==> src/rtl/bat_pkg.sv <==
// Shared types and constants for the BatAmateur microsequencer.
package bat_pkg;

    // Sequencer states
    typedef enum logic [2:0] {
        ST_FETCH_ADDR,
        ST_FETCH_IR,
        ST_DECODE,
        ST_EXEC1,
        ST_EXEC2,
        ST_HALT
    } state_e;

    // Decoded instruction classes; MOV/INC/HALT are carved out of the ALU space
    typedef enum logic [2:0] {
        CL_ALU,
        CL_MOV,
        CL_INC,
        CL_HALT,
        CL_JMP_DIR,
        CL_LS_DIR,
        CL_JMP_IND,
        CL_LS_IND
    } instr_class_e;

    // Top nibble that selects the ALU class (checked before the 2-bit classes)
    localparam logic [3:0] CLASS_ALU = 4'b0111;

    // 2-bit class codes in the top two instruction bits
    localparam logic [1:0] CLS_JMP_DIR = 2'b01;
    localparam logic [1:0] CLS_LS_DIR  = 2'b00;
    localparam logic [1:0] CLS_JMP_IND = 2'b11;
    localparam logic [1:0] CLS_LS_IND  = 2'b10;

    // Reserved ALU op codes; the decoder sign-extends them so they stay the
    // top codes of the op field whatever its width.
    localparam logic [4:0] OP_MOV  = 5'b11111;
    localparam logic [4:0] OP_INC  = 5'b11110;
    localparam logic [4:0] OP_HALT = 5'b11101;

    // Jump conditions on flag bit 0
    localparam logic [1:0] JC_ALWAYS = 2'b00;
    localparam logic [1:0] JC_IF_CLR = 2'b01;
    localparam logic [1:0] JC_IF_SET = 2'b10;
    localparam logic [1:0] JC_NEVER  = 2'b11;

    // Read/write encoding and the inactive levels of the RW-style strobes
    localparam logic RW_READ          = 1'b1;
    localparam logic RW_WRITE         = 1'b0;
    localparam logic PC_RW_IDLE       = RW_READ;
    localparam logic RAM_RW_IDLE      = RW_READ;
    localparam logic REGS_RW_IDLE_BIT = RW_READ;
    localparam logic MAR_EN_IDLE      = 1'b1;

    // Accumulator register indices
    localparam int REG_A = 0;
    localparam int REG_B = 1;

endpackage

==> src/rtl/bat_instr_decode.sv <==
// Pure combinational instruction decoder: class, register fields and jump outcome.
module bat_instr_decode
    import bat_pkg::*;
#(
    parameter int  REG_SEL_W = 3,
    parameter int  ALU_OP_W  = 5,
    localparam int INSTR_W   = 4 + ALU_OP_W + 1 + 2 * REG_SEL_W
) (
    input  logic [INSTR_W-1:0]   instr,
    input  logic                 flag,
    output instr_class_e         cls,
    output logic [REG_SEL_W-1:0] r1,
    output logic [REG_SEL_W-1:0] r2,
    output logic [REG_SEL_W-1:0] dest,
    output logic [REG_SEL_W-1:0] regsel,
    output logic                 store,
    output logic                 jump_taken
);
    localparam int TOP = INSTR_W - 1;
    localparam logic [ALU_OP_W-1:0] MOV_CODE  = ALU_OP_W'($signed(OP_MOV));
    localparam logic [ALU_OP_W-1:0] INC_CODE  = ALU_OP_W'($signed(OP_INC));
    localparam logic [ALU_OP_W-1:0] HALT_CODE = ALU_OP_W'($signed(OP_HALT));

    logic [ALU_OP_W-1:0] op;
    logic [1:0]          cond;

    // Field extraction, condition evaluation and priority class decode
    always_comb begin
        op     = instr[TOP-4 -: ALU_OP_W];
        cond   = instr[TOP-2 -: 2];
        r1     = instr[2*REG_SEL_W-1 -: REG_SEL_W];
        r2     = instr[REG_SEL_W-1:0];
        dest   = instr[2*REG_SEL_W] ? REG_SEL_W'(REG_A) : REG_SEL_W'(REG_B);
        regsel = instr[TOP-3] ? REG_SEL_W'(REG_B) : REG_SEL_W'(REG_A);
        store  = instr[TOP-2];

        case (cond)
            JC_ALWAYS: jump_taken = 1'b1;
            JC_IF_CLR: jump_taken = ~flag;
            JC_IF_SET: jump_taken = flag;
            default:   jump_taken = 1'b0;
        endcase

        if (instr[TOP -: 4] == CLASS_ALU) begin
            if (op == MOV_CODE)       cls = CL_MOV;
            else if (op == INC_CODE)  cls = CL_INC;
            else if (op == HALT_CODE) cls = CL_HALT;
            else                      cls = CL_ALU;
        end else begin
            case (instr[TOP -: 2])
                CLS_JMP_DIR: cls = CL_JMP_DIR;
                CLS_LS_DIR:  cls = CL_LS_DIR;
                CLS_JMP_IND: cls = CL_JMP_IND;
                default:     cls = CL_LS_IND;
            endcase
        end
    end

endmodule

==> src/rtl/bat_microsequencer.sv <==
// BatAmateur bus-CPU control unit: fetch/decode/execute sequencer with
// memory wait states, HALT and status outputs.
module bat_microsequencer
    import bat_pkg::*;
#(
    parameter int  REG_SEL_W = 3,
    parameter int  ALU_OP_W  = 5,
    parameter int  FLAG_W    = 8,
    localparam int NUM_REGS  = 2 ** REG_SEL_W,
    localparam int INSTR_W   = 4 + ALU_OP_W + 1 + 2 * REG_SEL_W
) (
    input  logic                CLK,
    input  logic                RST,
    input  logic [INSTR_W-1:0]  INSTR,
    input  logic [FLAG_W-1:0]   ALU_REG,
    input  logic                MEM_READY,
    output logic                PC_INC,
    output logic                PC_RW,
    output logic                PC_EN,
    output logic                MAR_LOAD,
    output logic                MAR_EN,
    output logic                RAM_RW,
    output logic                RAM_EN,
    output logic                IR_LOAD,
    output logic                IR_EN,
    output logic [NUM_REGS-1:0] REGS_INC,
    output logic [NUM_REGS-1:0] REGS_RW,
    output logic [NUM_REGS-1:0] REGS_EN,
    output logic                ALU_EN,
    output logic [ALU_OP_W-1:0] ALU_OP,
    output logic                HALTED,
    output logic                INSTR_DONE
);
    localparam logic [NUM_REGS-1:0] REGS_RW_IDLE = {NUM_REGS{REGS_RW_IDLE_BIT}};

    state_e               state_q, state_d;
    instr_class_e         cls;
    logic [REG_SEL_W-1:0] r1, r2, dest, regsel;
    logic                 store, jump_taken;
    logic                 xfer;
    logic                 unused_flags;

    // Only flag bit 0 steers the sequencer; the rest belongs to the ALU
    assign unused_flags = ^ALU_REG;

    bat_instr_decode #(
        .REG_SEL_W(REG_SEL_W),
        .ALU_OP_W (ALU_OP_W)
    ) u_dec (
        .instr     (INSTR),
        .flag      (ALU_REG[0]),
        .cls       (cls),
        .r1        (r1),
        .r2        (r2),
        .dest      (dest),
        .regsel    (regsel),
        .store     (store),
        .jump_taken(jump_taken)
    );

    // State register; the synchronous reset is folded into state_d
    always_ff @(posedge CLK) begin
        state_q <= state_d;
    end

    // Next state: RAM-accessing states hold until MEM_READY
    always_comb begin
        state_d = state_q;
        if (!RST) begin
            state_d = ST_FETCH_ADDR;
        end else begin
            case (state_q)
                ST_FETCH_ADDR: state_d = ST_FETCH_IR;
                ST_FETCH_IR:   if (MEM_READY) state_d = ST_DECODE;
                ST_DECODE: begin
                    case (cls)
                        CL_MOV, CL_INC, CL_JMP_DIR: state_d = ST_FETCH_ADDR;
                        CL_HALT:                    state_d = ST_HALT;
                        default:                    state_d = ST_EXEC1;
                    endcase
                end
                ST_EXEC1: begin
                    case (cls)
                        CL_ALU:     state_d = ST_EXEC2;
                        CL_LS_IND:  if (MEM_READY) state_d = ST_EXEC2;
                        CL_LS_DIR:  if (MEM_READY) state_d = ST_FETCH_ADDR;
                        CL_JMP_IND: if (MEM_READY || !jump_taken) state_d = ST_FETCH_ADDR;
                        default:    state_d = ST_FETCH_ADDR;
                    endcase
                end
                ST_EXEC2: begin
                    if (cls != CL_LS_IND || MEM_READY) state_d = ST_FETCH_ADDR;
                end
                ST_HALT:  state_d = ST_HALT;
                default:  state_d = ST_FETCH_ADDR;
            endcase
        end
    end

    // Control strobes: inactive defaults, per-state decode, shared RAM transfer
    always_comb begin
        PC_INC     = 1'b0;
        PC_RW      = PC_RW_IDLE;
        PC_EN      = 1'b0;
        MAR_LOAD   = 1'b0;
        MAR_EN     = MAR_EN_IDLE;
        RAM_RW     = RAM_RW_IDLE;
        RAM_EN     = 1'b0;
        IR_LOAD    = 1'b0;
        IR_EN      = 1'b0;
        REGS_INC   = '0;
        REGS_RW    = REGS_RW_IDLE;
        REGS_EN    = '0;
        ALU_EN     = 1'b0;
        ALU_OP     = '0;
        HALTED     = 1'b0;
        INSTR_DONE = 1'b0;
        xfer       = 1'b0;
        if (RST) begin
            case (state_q)
                ST_FETCH_ADDR: begin
                    PC_EN    = 1'b1;
                    MAR_LOAD = 1'b1;
                end
                ST_FETCH_IR: begin
                    RAM_EN  = 1'b1;
                    IR_LOAD = MEM_READY;
                    PC_INC  = MEM_READY;
                end
                ST_DECODE: begin
                    case (cls)
                        CL_MOV: begin
                            REGS_EN[r2] = 1'b1;
                            REGS_EN[r1] = 1'b1;
                            REGS_RW[r1] = RW_WRITE;
                            INSTR_DONE  = 1'b1;
                        end
                        CL_INC: begin
                            REGS_INC[r1] = 1'b1;
                            INSTR_DONE   = 1'b1;
                        end
                        CL_HALT: INSTR_DONE = 1'b1;
                        CL_ALU: begin
                            // Operand 1 already in A needs no move
                            if (r1 != REG_SEL_W'(REG_A)) begin
                                REGS_EN[r1]    = 1'b1;
                                REGS_EN[REG_A] = 1'b1;
                                REGS_RW[REG_A] = RW_WRITE;
                            end
                        end
                        CL_JMP_DIR: begin
                            // Untaken: PC was already advanced by the fetch
                            if (jump_taken) begin
                                IR_EN = 1'b1;
                                PC_EN = 1'b1;
                                PC_RW = RW_WRITE;
                            end
                            INSTR_DONE = 1'b1;
                        end
                        default: begin
                            IR_EN    = 1'b1;
                            MAR_LOAD = 1'b1;
                        end
                    endcase
                end
                ST_EXEC1: begin
                    case (cls)
                        CL_ALU: begin
                            if (r2 != REG_SEL_W'(REG_B)) begin
                                REGS_EN[r2]    = 1'b1;
                                REGS_EN[REG_B] = 1'b1;
                                REGS_RW[REG_B] = RW_WRITE;
                            end
                        end
                        CL_LS_DIR: xfer = 1'b1;
                        CL_JMP_IND: begin
                            if (jump_taken) begin
                                RAM_EN     = 1'b1;
                                PC_RW      = RW_WRITE;
                                PC_EN      = MEM_READY;
                                INSTR_DONE = MEM_READY;
                            end else begin
                                INSTR_DONE = 1'b1;
                            end
                        end
                        CL_LS_IND: begin
                            // Pointer word from RAM replaces the MAR contents
                            RAM_EN   = 1'b1;
                            MAR_LOAD = MEM_READY;
                        end
                        default: ;
                    endcase
                end
                ST_EXEC2: begin
                    if (cls == CL_LS_IND) begin
                        xfer = 1'b1;
                    end else begin
                        ALU_EN        = 1'b1;
                        ALU_OP        = INSTR[INSTR_W-5 -: ALU_OP_W];
                        REGS_EN[dest] = 1'b1;
                        REGS_RW[dest] = RW_WRITE;
                        INSTR_DONE    = 1'b1;
                    end
                end
                ST_HALT: HALTED = 1'b1;
                default: ;
            endcase

            // RAM<->accumulator transfer: a storing register drives the bus for
            // the whole wait; a loading register is written only when data lands.
            if (xfer) begin
                RAM_EN = 1'b1;
                if (store) begin
                    RAM_RW          = RW_WRITE;
                    REGS_EN[regsel] = 1'b1;
                end else begin
                    REGS_EN[regsel] = MEM_READY;
                    REGS_RW[regsel] = MEM_READY ? RW_WRITE : RW_READ;
                end
                INSTR_DONE = MEM_READY;
            end
        end
    end

endmodule

==> config.mk <==
export PLATFORM = sky130hd
export DESIGN_NAME = bat_microsequencer
export DESIGN_NICKNAME = d
export VERILOG_FILES = /design/src/rtl/bat_pkg.sv /design/src/rtl/bat_instr_decode.sv /design/src/rtl/bat_microsequencer.sv
export SDC_FILE = /design/constraint.sdc
export NUM_CORES = 1
export LEC_CHECK = 0
export ABC_AREA = 1
export BUFFER_PORTS_ARGS = -buffer_cell sky130_fd_sc_hd__buf_2
export CAP_MARGIN = 20
export CORE_AREA = 4 4 58 60
export CTS_CLUSTER_DIAMETER = 40
export DETAILED_ROUTE_END_ITERATION = 10
export DIE_AREA = 0 0 62 64
export GPL_TIMING_DRIVEN = 0
export PLACE_DENSITY = 0.9
export SYNTH_ARGS = -nofsm -noshare
export SYNTH_HDL_FRONTEND = slang
export SYNTH_SLANG_ARGS = --single-unit
==> constraint.sdc <==
create_clock -name CLK -period 1.95 [get_ports CLK]
set_clock_uncertainty 0.15 [all_clocks]
set_input_delay 0.195 -clock CLK [delete_from_list [all_inputs] [get_ports CLK]]
set_output_delay 0.195 -clock CLK [all_outputs]
set_load 0.05 [all_outputs]
==> impl_results.md <==
* Core area at 0.00293 mm²
* Initial antenna violation count at 0
* Die area at 0.00397 mm²
* Reg-to-Reg End: state_q[2]$_SDFFE_PN0P_
* Worst Hold Slack at 154 ps
* Power Total at 913 µW
* CTS Buffer Depth at 2
* Number of fill cells in the layout at 200
* Tmin final at 2030 ps
* Reg area at 71.3 µm²
* Synth Area per Inst at 5.01 µm²
* Number of global-route vias before repair at 1806
* Area occupied by multi-input gates at 0.00126 mm²
* Clock latency on the worst-skew pair at 250 ps
* Final Cycle Share at 1.04
* Register area share after synthesis at 0.0478
* Setup WS pre-CTS at -271 ps
* Wirelength, routed at 5.03 mm
* DR WL/cell at 13.6 µm
* Design Area, Final at 0.00226 mm²
* Largest register by flop count: state_q
* Flop-to-flop setup slack at 230 ps
* R2R cell count at 12
* Max reg flops at 3
* HP Start: RST
* Worst Hold Class: input port to flip-flop
* Synth area leader: nand2_1
* Syn nets at 278
* Reg2Reg Launch Point: state_q[2]$_SDFFE_PN0P_
* DR vias/cell at 5.39
* Chip Width at 62 µm
* Fin. max-slew vios at 0
* Least-Margin Pin Slew at 529 ps
* CTS Buf Count at 3
* Final nets at 364
* Seq cells post-synth at 3
* Largest registers: state_q x3
* Post-route antenna net violation count at 0
* CTS tree: done
* Worst setup margin at -83.1 ps
* DRC at 0
* Failing checks: setup timing
* Dpl hpwl at 3.31 mm
* Pwr Density at 403 mW/mm²
* Clock sink total at 3
* Cell Area, Synth at 0.00126 mm²
* Min-Delay Endpoint: state_q[0]$_SDFFE_PN0P_
* Setup violators final at 21
* Worst path required time at 1600 ps
* Synth area leaders: nand2_1 17%, inv_1 12%, nand3_1 11%, nor2_1 9.3%, o21ai_0 6.4%
* Gr usage total at 0.249
* PortBufs at 57
* Worst Path Max Fanout at 4
* Status: finished, violations left
* Share of cells above drive strength 1 at 0.479
* WHS Path Cells at 3
* CTS HTree Levels at 1
* 1st-pass router iterations at 5
* Peak VDD IR at 0.545 mV
* GR Overflow Total at 0
* Hold buffers post-CTS at 0
* Hold Vio Cnt, Final at 0
* Largest net degree at the start of global routing at 10
* Area growth syn-to-layout at 80.1%
* Post-Synthesis Cells at 251
* TNS Setup at -760 ps
* Die extent in y at 64 µm
* Clock transition at path regs at 40 ps
* CP startpoint: state_q[2]$_SDFFE_PN0P_
* Root buffer cell: clkbuf_4
* RD Place Congestion at 0.902
* Critical Path End Type: output port
* Max transition margin at 0.646
* Commonest cells after routing, fill and taps aside: 52 x nand2_1, 36 x inv_1, 34 x buf_4
* # diodes at 0
* Max Cap Violations at 0
* Via count at 1989
* P_leak at 1.07 nW
* Global-route wire length before repair at 7.79 mm
* Critical Path AT at 1690 ps
* DR iter-0 viols at 218
* Achievable Freq at 0.492 GHz
* Site Rows at 20
* Setup repair after global routing missed its margin: true
* IO Pins at 68
* Cell variety after synth at 30
* Yosys top cell area share at 0.167
* Initial cell density of the core at 0.429
* Crit Path Category: flip-flop to output port
* Cell Area, Placed at 0.00172 mm²
* Commonest non-fill, non-tap cell in the layout: nand2_1
* CP startpoint kind: flip-flop
* Synth Warn # at 0
-- worst max-delay path, cell delays in order (launching register included) --
cell and delay, ps:
dfxtp_4 360, inv_4 60, nand2_4 70, nor2_4 160
nand2_2 90, o21ai_4 100, nand2_2 110, o21ai_2 130
nand2_1 80, o21ai_1 80, inv_1 60, buf_6 150
-- cell families after synthesis --
kind of cell	after synthesis	share of synthesized area
AND/OR/NAND/NOR	155	0.604
buffers and inverters	52	0.163
AO/OA/AOI/OAI	39	0.175
flip-flops	3	0.0478
XOR/XNOR	1	0.00697
other	1	0.00298
-- stage by stage --
step / std cells / utilization
2_1_floorplan: 251 / -
3_3_place_gp: 341 / 0.586
3_5_place_dp: 341 / 0.586
4_1_cts: 358 / 0.704
5_1_grt: 369 / 0.774
6_report: 369 / 0.774
-- how the worst max path moves through the flow --
stage / end / slack [ps] / cells after the start
final: REGS_EN[1] / -80 / 11
after global routing: REGS_EN[1] / -200 / 11
after CTS: REGS_EN[3] / -70 / 8
after detailed placement: REGS_EN[6] / -270 / 6
after global placement: REGS_EN[6] / -270 / 6
after floorplan: RAM_EN / -240 / 6
-- synthesized netlist by cell type, drive strengths merged --
master   count
nor3        14
nand4        4
a31oi        3
inv         47
a21oi       11
xor2         1
o2111ai      1
nor2        42
nand3       29
conb         1
buf          4
o21ai       20
or2          4
nand2       62
a21boi       1
clkinv       1
a22oi        1
o22ai        1
o211ai       1
dfxtp        3
-- layer usage --
layer | share of wire | track usage | up-vias
li1 | - | - | 980
met4 | 0.019 | 0.0716 | 0
met5 | 0 | 0 | -
met3 | 0.090 | 0.0505 | 14
met1 | 0.38 | 0.312 | 882
met2 | 0.51 | 0.415 | 113
-- where the power goes --
group	leakage (nW)	internal [mW]	switching [mW]
clock	0.0150	0.0773	0.0415
sequential	0.0267	0.0800	0.0306
combinational	1.03	0.236	0.448
total	1.07	0.393	0.520
-- area by class of cell --
type | count | area share
Inverter | 48 | 0.0862
Buffer | 4 | 0.0122
Clock buffer | 4 | 0.0116
Sequential cell | 3 | 0.0315
Timing Repair Buffer | 81 | 0.285
Multi-Input combinational cell | 196 | 0.556
Tap cell | 33 | 0.0182
-- what timing repair did --
action,CTS,global route
buffers inserted,13,11
endpoints found under the setup margin,36,37
gates resized for setup,66,39
pin swaps,14,14
Note: power is estimated with default switching activity, not from simulation.
